--- src/rtl/cache_port_arbiter.sv ---
`default_nettype none
`timescale 1ns/1ps
// ============================================================================
// Module   : cache_port_arbiter
// Purpose  : Shares the single port of the L1 block RAM between instruction
//            fetch and data load/store. Data has priority, with an
//            anti-starvation counter for fetch, an atomic lock, and address
//            error flagging. Optional counters are enabled by ARB_PERF_EN.
// Revision : 1.0 - initial release
// ============================================================================
module cache_port_arbiter #(
    parameter int MEM_WORDS  = 3072,
    parameter int IDX_W      = 12,
    parameter int STARVE_MAX = 4
) (
    input  logic             clk,
    input  logic             reset,
    // instruction fetch port
    input  logic             if_req,
    input  logic [63:0]      if_addr,
    output logic             if_gnt,
    output logic             if_rvalid,
    output logic [31:0]      if_rdata,
    output logic             if_err,
    // data load/store port
    input  logic             d_req,
    input  logic             d_we,
    input  logic             d_lock,
    input  logic [63:0]      d_addr,
    input  logic [31:0]      d_wdata,
    output logic             d_gnt,
    output logic             d_rvalid,
    output logic [31:0]      d_rdata,
    output logic             d_err,
    // RAM port
    output logic             mem_en,
    output logic             mem_we,
    output logic [IDX_W-1:0] mem_addr,
    output logic [31:0]      mem_wdata,
    input  logic [31:0]      mem_rdata,
    // status
    output logic             locked,
    output logic [31:0]      perf_if_cnt,
    output logic [31:0]      perf_d_cnt,
    output logic [31:0]      perf_stall_cnt
);

    typedef enum logic [0:0] {
        ST_IDLE   = 1'b0,
        ST_LOCKED = 1'b1
    } state_t;

    localparam logic [3:0]  c_STARVE_MAX = 4'(STARVE_MAX);
    localparam logic [61:0] c_MEM_WORDS  = 62'(MEM_WORDS);

    state_t     r_state_q, w_state_d;
    logic [3:0] r_starve_q, w_starve_d;
    logic       r_rd_pend_q, w_rd_pend_d;   // a read response is due this cycle
    logic       r_owner_q, w_owner_d;       // 1 = response belongs to data port
    logic       r_err_q, w_err_d;           // pending response is an error

    logic       w_if_bad, w_d_bad;
    logic       w_if_gnt, w_d_gnt;
    logic       w_rsp_if, w_rsp_d;
    logic [31:0] w_rsp_data;

    // Address checks: misaligned or beyond the RAM depth
    always_comb begin
        w_if_bad = (if_addr[1:0] != 2'b00) || (if_addr[63:2] >= c_MEM_WORDS);
        w_d_bad  = (d_addr[1:0]  != 2'b00) || (d_addr[63:2]  >= c_MEM_WORDS);
    end

    // Arbitration: data first, fetch wins when starved, fetch blocked when locked
    always_comb begin
        w_if_gnt = 1'b0;
        w_d_gnt  = 1'b0;
        if (!reset) begin
            w_if_gnt = (r_state_q == ST_IDLE) && if_req &&
                       (!d_req || (r_starve_q == c_STARVE_MAX));
            w_d_gnt  = d_req && !w_if_gnt;
        end
    end

    // RAM request drive; erroring accesses are granted but never reach RAM
    always_comb begin
        mem_en    = 1'b0;
        mem_we    = 1'b0;
        mem_addr  = '0;
        mem_wdata = '0;
        if (w_if_gnt) begin
            mem_en   = !w_if_bad;
            mem_addr = if_addr[IDX_W+1:2];
        end else if (w_d_gnt) begin
            mem_en    = !w_d_bad;
            mem_we    = d_we && !w_d_bad;
            mem_addr  = d_addr[IDX_W+1:2];
            mem_wdata = d_wdata;
        end
    end

    // Next lock state and starvation count
    always_comb begin
        w_state_d  = r_state_q;
        w_starve_d = r_starve_q;
        case (r_state_q)
            ST_IDLE: begin
                if (w_d_gnt && !d_we && d_lock && !w_d_bad)
                    w_state_d = ST_LOCKED;
                if (w_if_gnt)
                    w_starve_d = 4'd0;
                else if (if_req && (r_starve_q < c_STARVE_MAX))
                    w_starve_d = r_starve_q + 4'd1;
            end
            ST_LOCKED: begin
                if (w_d_gnt && (w_d_bad || (d_we && !d_lock)))
                    w_state_d = ST_IDLE;
            end
            default: w_state_d = ST_IDLE;
        endcase
    end

    // Response tag for the read issued this cycle
    always_comb begin
        w_rd_pend_d = w_if_gnt || (w_d_gnt && !d_we);
        w_owner_d   = w_d_gnt;
        w_err_d     = w_if_gnt ? w_if_bad : w_d_bad;
    end

    // Lock state machine and starvation counter
    always_ff @(posedge clk) begin
        if (reset) begin
            r_state_q  <= ST_IDLE;
            r_starve_q <= 4'd0;
        end else begin
            r_state_q  <= w_state_d;
            r_starve_q <= w_starve_d;
        end
    end

    // Owner tag register; reset drops any in-flight response
    always_ff @(posedge clk) begin
        if (reset) begin
            r_rd_pend_q <= 1'b0;
            r_owner_q   <= 1'b0;
            r_err_q     <= 1'b0;
        end else begin
            r_rd_pend_q <= w_rd_pend_d;
            r_owner_q   <= w_owner_d;
            r_err_q     <= w_err_d;
        end
    end

    // Route the response; errors return zero data
    always_comb begin
        w_rsp_if   = !reset && r_rd_pend_q && !r_owner_q;
        w_rsp_d    = !reset && r_rd_pend_q &&  r_owner_q;
        w_rsp_data = r_err_q ? 32'd0 : mem_rdata;
    end

    assign if_gnt    = w_if_gnt;
    assign if_rvalid = w_rsp_if;
    assign if_rdata  = w_rsp_if ? w_rsp_data : 32'd0;
    assign if_err    = w_rsp_if && r_err_q;

    assign d_gnt     = w_d_gnt;
    assign d_rvalid  = w_rsp_d;
    assign d_rdata   = w_rsp_d ? w_rsp_data : 32'd0;
    assign d_err     = (w_d_gnt && d_we && w_d_bad) || (w_rsp_d && r_err_q);

    assign locked    = !reset && (r_state_q == ST_LOCKED);

`ifdef ARB_PERF_EN
    logic [31:0] r_perf_if_q, r_perf_d_q, r_perf_stall_q;
    logic        w_stall;

    assign w_stall = (if_req && !w_if_gnt) || (d_req && !w_d_gnt);

    // Saturating grant and stall counters
    always_ff @(posedge clk) begin
        if (reset) begin
            r_perf_if_q    <= 32'd0;
            r_perf_d_q     <= 32'd0;
            r_perf_stall_q <= 32'd0;
        end else begin
            if (w_if_gnt && (r_perf_if_q != 32'hFFFF_FFFF))
                r_perf_if_q <= r_perf_if_q + 32'd1;
            if (w_d_gnt && (r_perf_d_q != 32'hFFFF_FFFF))
                r_perf_d_q <= r_perf_d_q + 32'd1;
            if (w_stall && (r_perf_stall_q != 32'hFFFF_FFFF))
                r_perf_stall_q <= r_perf_stall_q + 32'd1;
        end
    end

    assign perf_if_cnt    = reset ? 32'd0 : r_perf_if_q;
    assign perf_d_cnt     = reset ? 32'd0 : r_perf_d_q;
    assign perf_stall_cnt = reset ? 32'd0 : r_perf_stall_q;
`else
    assign perf_if_cnt    = 32'd0;
    assign perf_d_cnt     = 32'd0;
    assign perf_stall_cnt = 32'd0;
`endif

endmodule
`default_nettype wire

--- config.mk ---
export PLATFORM = sky130hd
export DESIGN_NAME = cache_port_arbiter
export DESIGN_NICKNAME = d
export VERILOG_FILES = /design/src/rtl/cache_port_arbiter.sv
export SDC_FILE = /design/constraint.sdc
export NUM_CORES = 1
export LEC_CHECK = 0
export ABC_AREA = 1
export BUFFER_PORTS_ARGS = -buffer_cell sky130_fd_sc_hd__buf_4
export CAP_MARGIN = 20
export CORE_AREA = 2 2 159 161
export CTS_BUF_LIST = sky130_fd_sc_hd__clkbuf_2 sky130_fd_sc_hd__clkbuf_4 sky130_fd_sc_hd__clkbuf_8
export CTS_CLUSTER_DIAMETER = 200
export DETAILED_ROUTE_END_ITERATION = 8
export DIE_AREA = 0 0 161 163
export PLACE_DENSITY_LB_ADDON = 0.12
export SYNTH_ARGS = -nofsm -noshare
export SYNTH_HDL_FRONTEND = slang
export SYNTH_SLANG_ARGS = --single-unit
--- constraint.sdc ---
create_clock -name clk -period 2.1 [get_ports clk]
set_clock_uncertainty 0.2 [all_clocks]
set_input_delay 0.315 -clock clk [delete_from_list [all_inputs] [get_ports clk]]
set_output_delay 0.315 -clock clk [all_outputs]
set_load 0.02 [all_outputs]
# Word level (Yosys, flattened, before mapping)
# Index checks and enable logic that the tools add are counted.
[word_totals]
regBits = 8
out_inout_bits = 213
wordCells = 66
[op_classes]
add_sub_neg = 1
n_lt_le_gt_ge = 3
n_eq_ne = 1
mux = 19
bitwise_logic = 1
reduce_logical = 36
[ops]
columns = ["cell", "count"]
rows = [
  ["$mux W32", 5],
  ["$ge A62 B12 Y1 const B", 2],
  ["$mux W12", 2],
  ["$logic_and A1 B1 Y1", 18],
  ["$mux W1", 9],
  ["$logic_not A1 Y1", 8],
  ["$mux W4", 2],
  ["$logic_or A1 B1 Y1", 6],
  ["$reduce_bool A2 Y1", 3],
  ["$add A4 B1 Y4 const B", 1],
  ["$eq A4 B3 Y1 const B", 1],
  ["$lt A4 B3 Y1 const B", 1],
  ["$pmux W1 S2", 1],
  ["$reduce_and A2 Y1", 1],
  ["$not A1 Y1", 1],
]

# Longest topological paths before layout
# Gate-level depths: netlist (run 1).
[depth]
word_depth = 11
depth_mapped = 11
depth_no_buf = 11

# Worst setup path after synthesis (run 1)
# Ideal clock, no wire load.
[synth_path]
kind = "register -> output"
from = "register r_starve_q[0]"
to = "output port mem_we"
t_arrival_ns = 1.579
t_required_ns = 1.585
setup_slack_ns = 0.006
stages_incl_launch_ff = 10
n_path_buf = 0
path_cell_list = "dfxtp_1 > inv_1 > ha_1 > nand3_2 > nand2_2 > nand2_4 > nand2_4 > nor2_8 > nand2_1 > nor3_1"
[synth_between]
elab_chain_len = 8
word_cells_on_any_way = 9
classes_between = "eq/ne: 1; mux: 4; reduce/logical: 4"
[synth_lines]
columns = ["item", "line", "source"]
rows = [
  ["start, declared", "57", "logic [3:0] r_starve_q, w_starve_d;"],
  ["start signal, assigned", "136", "r_starve_q <= w_starve_d;"],
  ["$eq A4 B3 Y1 *", "79", "(!d_req || (r_starve_q == c_STARVE_MAX));"],
  ["$logic_or A1 B1 Y1 *", "79", ""],
  ["$logic_and A1 B1 Y1 *", "78", "w_if_gnt = (r_state_q == ST_IDLE) && if_req &&"],
  ["$logic_not A1 Y1", "80", "w_d_gnt = d_req && !w_if_gnt;"],
  ["$logic_and A1 B1 Y1", "80", ""],
  ["$mux W1", "77", "if (!reset) begin"],
  ["$mux W1", "93", "end else if (w_d_gnt) begin"],
  ["$mux W1 *", "90", "if (w_if_gnt) begin"],
  ["end, declared", "37", "output logic mem_we,"],
]
# Every way passes the cells marked *; elsewhere a longest branch is shown, timed or not.

# Worst setup path in the final report (run 1)
[layout_path]
from = "register r_starve_q[1]"
to = "output port mem_wdata[28]"
[layout_between]
elab_chain_len = 8
word_cells_on_any_way = 9
classes_between = "eq/ne: 1; mux: 4; reduce/logical: 4"
[layout_lines]
columns = ["item", "line", "source"]
rows = [
  ["$eq A4 B3 Y1 *", "79", ""],
  ["$logic_or A1 B1 Y1 *", "79", ""],
  ["$logic_and A1 B1 Y1 *", "78", ""],
  ["$logic_not A1 Y1", "80", ""],
  ["$logic_and A1 B1 Y1", "80", ""],
  ["$mux W1", "77", ""],
  ["$mux W32", "93", ""],
  ["$mux W32 *", "90", ""],
  ["end, declared", "39", "output logic [31:0] mem_wdata,"],
]
# Marks and branches as above.

==> impl_results.md, run 1 <==
* N_diodes at 0
* Status: finished with violations
* Setup crit end kind: output port
* Highest Clock Rate at 456 MHz
* Mapped Cells at 463
* Hold_buf cts at 0
* Post-synthesis sequential area ratio at 0.0601
* Yosys top cell area share at 0.273
* Die footprint at 26200 um2
* Max-cap violations at 0
* Share of layout cells above drive strength 1 at 0.557
* Met3 Routed Length at 1410 um
* Crit-path max FO at 9
* Maximum VDD drop at 0.107 mV
* R2R Setup Slk at 0.28 ns
* GR Overflow Total at 0
* Setup CP Type: flop to output port
* RSZ-0062 raised after global routing: yes
* Largest net degree at the start of global routing at 49
* Tmin final at 2.19 ns
* Starting DRT DRC Count at 92
* H-tree depth at 1
* Vias in the first global route at 3685
* Drt pass-1 iters at 4
* CTS clk-pin slew, worst paths at 0.04 ns
* CP arrival at 1.68 ns
* Inst Count DP at 1113
* ANT nets after route at 0
* Area leader, netlist: buf_4
* Top post-synthesis cells by count: 97 x buf_4, 84 x inv_1, 77 x nor2_1
* First-pass GRT wire length at 19100 um
* Via count at 3711
* Max Slew Vio Count at 0
* Ys Warns at 0
* Distinct cell type count after synthesis at 31
* Synth Register Bits at 8
* Pleak at 0.00316 uW
* Syn avg cell area at 5.76 um2
* Mapped Area at 2670 um2
* DR vias/cell at 3.29
* Port bufs at 314
* Root buffer cell: clkbuf_8
* CTS tree: built
* Die Width at 161 um
* CP startpoint kind: flop
* Power density over the cells at 223 nW/um2
* Reg2reg start: r_starve_q[1]$_SDFFE_PP0P_
* Main flop type after synthesis: dfxtp_1
* Path category of the worst min-delay check: input pin to flop
* Fin cells at 1127
* Worst-Skew Late Latency at 0.23 ns
* CP Data Required Time at 1.58 ns
* Gpl congestion at 0.720
* Io pins at 411
* Nets@finish at 999
* Most common cell in the netlist: buf_4
* Core Box Area at 24700 um2
* Chip Height at 163 um
* Initial antenna violation count at 0
* Highest routed layer: met4
* Number of synthesized flops with an enable pin at 0
* Routed Wire Length at 13800 um
* CTS buffer count at 3
* Routed len/inst at 12.2 um
* Hold Violations, Final at 0
* Clk buf depth at 2
* Detailed placement HPWL at 12200 um
* Area Overhead vs Synth at 115%
* Residual DRC at 0
* Post-Route M1 WL at 4280 um
* Synth area leaders: buf_4 27%, nor3_1 12%, inv_1 12%, nor2_1 11%, dfxtp_1 6.0%
* Fin crit share at 1.04
* Setup slack after layout at -0.0917 ns
* # setup viols final at 45
* CTS sink count at 8
* Failing checks: setup timing
* Worst hold start: d_req
* Met2 WL at 8020 um
* Initial cell density of the core at 0.108
* Total GRT Usage at 0.0939
* Tot Pwr at 1280 uW
* Core Rows at 58
* Critical path launch point: r_starve_q[1]$_SDFFE_PP0P_
* Ys async rst share at 0
==> worst paths after layout <==
path / to / cells after the start
setup reg to reg: r_starve_q[1]$_SDFFE_PP0P_ / 12
hold / removal: r_owner_q$_SDFF_PP0_ / 3
setup / recovery: mem_wdata[28] / 11
hold reg to reg: r_starve_q[3]$_SDFFE_PP0P_ / 2
==> flip-flops by register name, summed over array words and instances (netlist names) <==
register	count
r_owner_q	1
r_state_q	1
r_starve_q	4
r_err_q	1
r_rd_pend_q	1
==> worst max-delay path: stages, from the launching register on <==
cell,delay [ns]
dfxtp_2,0.33
inv_2,0.04
ha_4,0.15
nand3_2,0.07
nand2_2,0.06
nand2_4,0.08
nand2_4,0.07
nor2_8,0.16
inv_6,0.08
buf_12,0.16
nor2_4,0.11
buf_6,0.13
==> layout by cell type, fill, tap and decap left out, drive strengths merged, types with 2 or more instances in the layout <==
| master | instances |
|---|---|
| ha | 2 |
| nand3 | 6 |
| dfxtp | 8 |
| a22o | 10 |
| nor2 | 110 |
| clkbuf | 5 |
| buf | 349 |
| or2 | 2 |
| inv | 86 |
| o21ai | 4 |
| nand4 | 3 |
| conb | 96 |
| nor3 | 67 |
| nand2 | 43 |
| a21oi | 2 |
==> routing by layer <==
layer  global-route usage  vias up
met5                    0        -
met4               0.0122        0
met3               0.0242        2
met2                0.205      237
met1               0.0868     1599
li1                     -     1873
==> where the power goes <==
part / switching, uW / internal, uW / total (uW)
clock network: 59.5 / 124 / 184
logic: 500 / 430 / 930
registers: 4.48 / 160 / 165
total: 564 / 714 / 1280
==> timing repair <==
action / CTS / global route
cloned: 1 / 2
pin swaps: 2 / 5
resized for setup: 26 / 59
buffers inserted: 3 / 5
setup endpoints to repair: 49 / 61
==> final cells by class <==
class	instances	area (um2)
clock buffer	3	41.3
fill	2800	18900
timing repair buffer	351	2850
tap	330	413
multi-input combinational	348	1930
sequential	8	165
inverter	87	342
==> logic make-up (layout without fill, tap and decap cells) <==
logic type	Yosys count	in the layout	share of synthesized area
flops	8	8	0.0601
compound gates	17	17	0.0465
other cells	1	96	0.00141
xor+xnor	1	1	0.00329
simple gates	232	232	0.441
fa+ha+maj	2	2	0.00938
buf+inv	202	441	0.439
==> metrics by stage <==
| step | instance area, um2 | worst slack, ns | hold slack (ns) | utilization | setup TNS [ns] |
|---|---|---|---|---|---|
| after detailed placement | 5210 | -0.00501 | 0.259 | 0.211 | -0.00822 |
| after global placement | 5210 | 0.0139 | 0.259 | 0.211 | 0 |
| after global routing | 5740 | -0.220 | 0.205 | 0.233 | -9.75 |
| final | 5740 | -0.0917 | 0.205 | 0.233 | -2.92 |
| after floorplan | 3020 | 0.00625 | 0.243 | - | 0 |
| after CTS | 5390 | -0.141 | 0.209 | 0.218 | -4.49 |
(Power assumes the default switching activity.)
==> run 2, diff against run 1 <==
--- a/config.mk
+++ b/config.mk
@@ -13,7 +13,7 @@
 export CTS_CLUSTER_DIAMETER = 200
 export DETAILED_ROUTE_END_ITERATION = 8
 export DIE_AREA = 0 0 161 163
-export PLACE_DENSITY_LB_ADDON = 0.12
+export PLACE_DENSITY = 0.48
 export SYNTH_ARGS = -nofsm -noshare
 export SYNTH_HDL_FRONTEND = slang
 export SYNTH_SLANG_ARGS = --single-unit
==> impl_results.md, run 2 (synthesized netlist as in run 1, its figures left out) <==
* Status: finished with violations
* Failing checks: setup timing
* Hold_buf cts at 0 (unchanged)
* Area Overhead vs Synth at 126%
* Vias in the first global route at 3382 (-8.2%)
* Die footprint at 26200 um2 (unchanged)
* GR Overflow Total at 0 (unchanged)
* Internal at 755 uW (+5.7%)
* DR vias/cell at 3.29 (-0.22%)
* Max Slew Vio Count at 0 (unchanged)
* Met3 Routed Length at 1140 um (-19%)
* CP startpoint kind: flop
* Routed Wire Length at 12400 um (-9.6%)
* Area post-placement at 5220 um2 (+0.14%)
* Via count at 3739 (+0.75%)
* Register name with the most flops: r_starve_q
* CTS sink count at 8 (unchanged)
* Fin cells at 1138 (+0.98%)
* Highest Clock Rate at 449 MHz (-1.5%)
* Most common cell after layout, fill and taps aside: buf_4
* Root buffer cell: clkbuf_8
* Worst-Skew Late Latency at 0.23 ns (about the same)
* CTS buffer count at 3 (unchanged)
* Critical path launch point: r_starve_q[1]$_SDFFE_PP0P_
* Tot Pwr at 1340 uW (+4.6%)
* Setup CP Type: flop to output port
* Routed len/inst at 10.9 um (-10%)
* Worst reg2reg path depth at 12 (unchanged)
* Largest net degree at the start of global routing at 34 (-31%)
* Nets@finish at 1010 (+1.1%)
* Clk buf depth at 2 (unchanged)
* CP Data Required Time at 1.58 ns (about the same)
* Core Rows at 58 (unchanged)
* Max FFs per register at 4 (unchanged)
* Crit-path max FO at 12 (+3)
* CTS clk-pin slew, worst paths at 0.04 ns (about the same)
* Reg2reg start: r_starve_q[1]$_SDFFE_PP0P_
* Comb pwr share at 0.731 (+0.004)
* R2R Setup Slk at 0.26 ns (-0.02 ns)
* Maximum VDD drop at 0.141 mV (+33%)
* Detailed placement HPWL at 10600 um (-14%)
* CTS tree: built
* Port bufs at 314 (unchanged)
* Post-route cell area at 6030 um2 (+5.0%)
* Drt pass-1 iters at 4 (unchanged)
* Tmin final at 2.22 ns (+0.0332 ns)
* Initial antenna violation count at 0 (unchanged)
* CP arrival at 1.71 ns (+0.03 ns)
* Setup crit end kind: output port
* Path category of the worst min-delay check: input pin to flop
* Starting DRT DRC Count at 53 (-42%)
* RSZ-0062 raised after global routing: yes
* Setup slack after layout at -0.125 ns (-0.0332 ns)
* Io pins at 411 (unchanged)
* Fin crit share at 1.06 (+0.0158)
* Gpl congestion at 0.758 (+5.3%)
* Sequential Power Share at 0.128 (about the same)
* Share of layout cells above drive strength 1 at 0.557 (about the same)
* Core Box Area at 24700 um2 (unchanged)
* P_sw at 582 uW (+3.2%)
* First-pass GRT wire length at 17200 um (-9.9%)
* Post-Route M1 WL at 4480 um (+4.5%)
* ANT nets after route at 0 (unchanged)
* Hold Violations, Final at 0 (unchanged)
* Die Width at 161 um (unchanged)
* Residual DRC at 0 (unchanged)
* Worst R2R End: r_starve_q[1]$_SDFFE_PP0P_
* Setup TNS Final at -3.81 ns (-0.888 ns)
* Met2 WL at 6700 um (-16%)
* Fin util at 0.244 (+0.0117)
* Chip Height at 163 um (unchanged)
* Switching part of the total at 0.436 (-0.00572)
* Inst Count DP at 1114 (+0.090%)
* # setup viols final at 45 (unchanged)
* Setup crit end: mem_wdata[20]
* Commonest non-fill, non-tap cells in the layout: 298 x buf_4, 96 x conb_1, 80 x inv_1
* Clock power frac at 0.141 (-0.003)
* Pleak at 0.00326 uW (+3.1%)
* Initial cell density of the core at 0.108 (unchanged)
* Power density over the cells at 222 nW/um2 (-0.43%)
* N_diodes at 0 (unchanged)
* Highest routed layer: met4
* H-tree depth at 1 (unchanged)
* Total GRT Usage at 0.0840 (-0.00993)
* Max-cap violations at 0 (unchanged)
[run 2: cell count changes in the layout (fill, tap and decap cells not counted), moves of 8 or more]
cell    before  now
buf_4      321  298
buf_6       20   49
nor2_2      20    2
nor2_4      13   31
nor3_1      35   44
nor3_2      27   19
[run 2: critical path, stage by stage, from the launching register on]
cell and delay (ns):
dfxtp_2 0.33, inv_2 0.04, ha_4 0.15, nand3_2 0.05, nand2_2 0.06, nand2_4 0.07
nand2_4 0.07, nor2_8 0.11, buf_12 0.15, inv_16 0.06, clkbuf_16 0.17, nor2_4 0.09
buf_6 0.12
[run 2: worst min-delay path by stage]
stage	from	to	slack, ns	cells past startpoint
4_1_cts	d_we	r_rd_pend_q$_SDFF_PP0_	0.24	4
2_1_floorplan	r_starve_q[3]$_SDFFE_PP0P_	r_starve_q[3]$_SDFFE_PP0P_	0.24	2
6_report	reset	r_state_q$_SDFF_PP0_	0.25	4
3_3_place_gp	r_starve_q[3]$_SDFFE_PP0P_	r_starve_q[3]$_SDFFE_PP0P_	0.26	2
3_5_place_dp	r_starve_q[3]$_SDFFE_PP0P_	r_starve_q[3]$_SDFFE_PP0P_	0.27	2
5_1_grt	reset	r_state_q$_SDFF_PP0_	0.29	4
[run 2: stage by stage]
stage | hold WS, ns | setup WS (ns)
after floorplan | 0.243 | 0.00625
after global placement | 0.259 | -0.0383
after detailed placement | 0.266 | -0.0551
after CTS | 0.239 | -0.162
after global routing | 0.289 | -0.207
final | 0.253 | -0.125
[run 2: power groups by stage]
| stage | Sequential (uW) | Combinational [uW] | Clock (uW) |
|---|---|---|---|
| floorplan | 166 | 557 | 0 |
| global placement | 173 | 850 | 0 |
| detailed placement | 173 | 852 | 0 |
| CTS | 171 | 932 | 195 |
| global route | 173 | 1060 | 203 |
| finish | 172 | 977 | 188 |
[run 2: area by class of cell]
cell class                 count  area [um2]
fill                        2724       18600
timing repair buffer         362        3070
multi-input combinational    348        1990
tap                          330         413
inverter                      87         350
sequential                     8         166
clock buffer                   3        41.3
[run 2: metal layers]
layer  GRT usage  vias up
li1            -     1902
met4      0.0166        0
met1      0.0903     1597
met2       0.167      234
met3      0.0194        6
met5           0        -
[run 2: repair_timing]
item / 4_1_cts / 5_1_grt
pin swaps: 13 / 10
gates resized for setup: 76 / 63
buffers inserted: 9 / 10
endpoints found under the setup margin: 69 / 74
gates cloned: 2 / 1
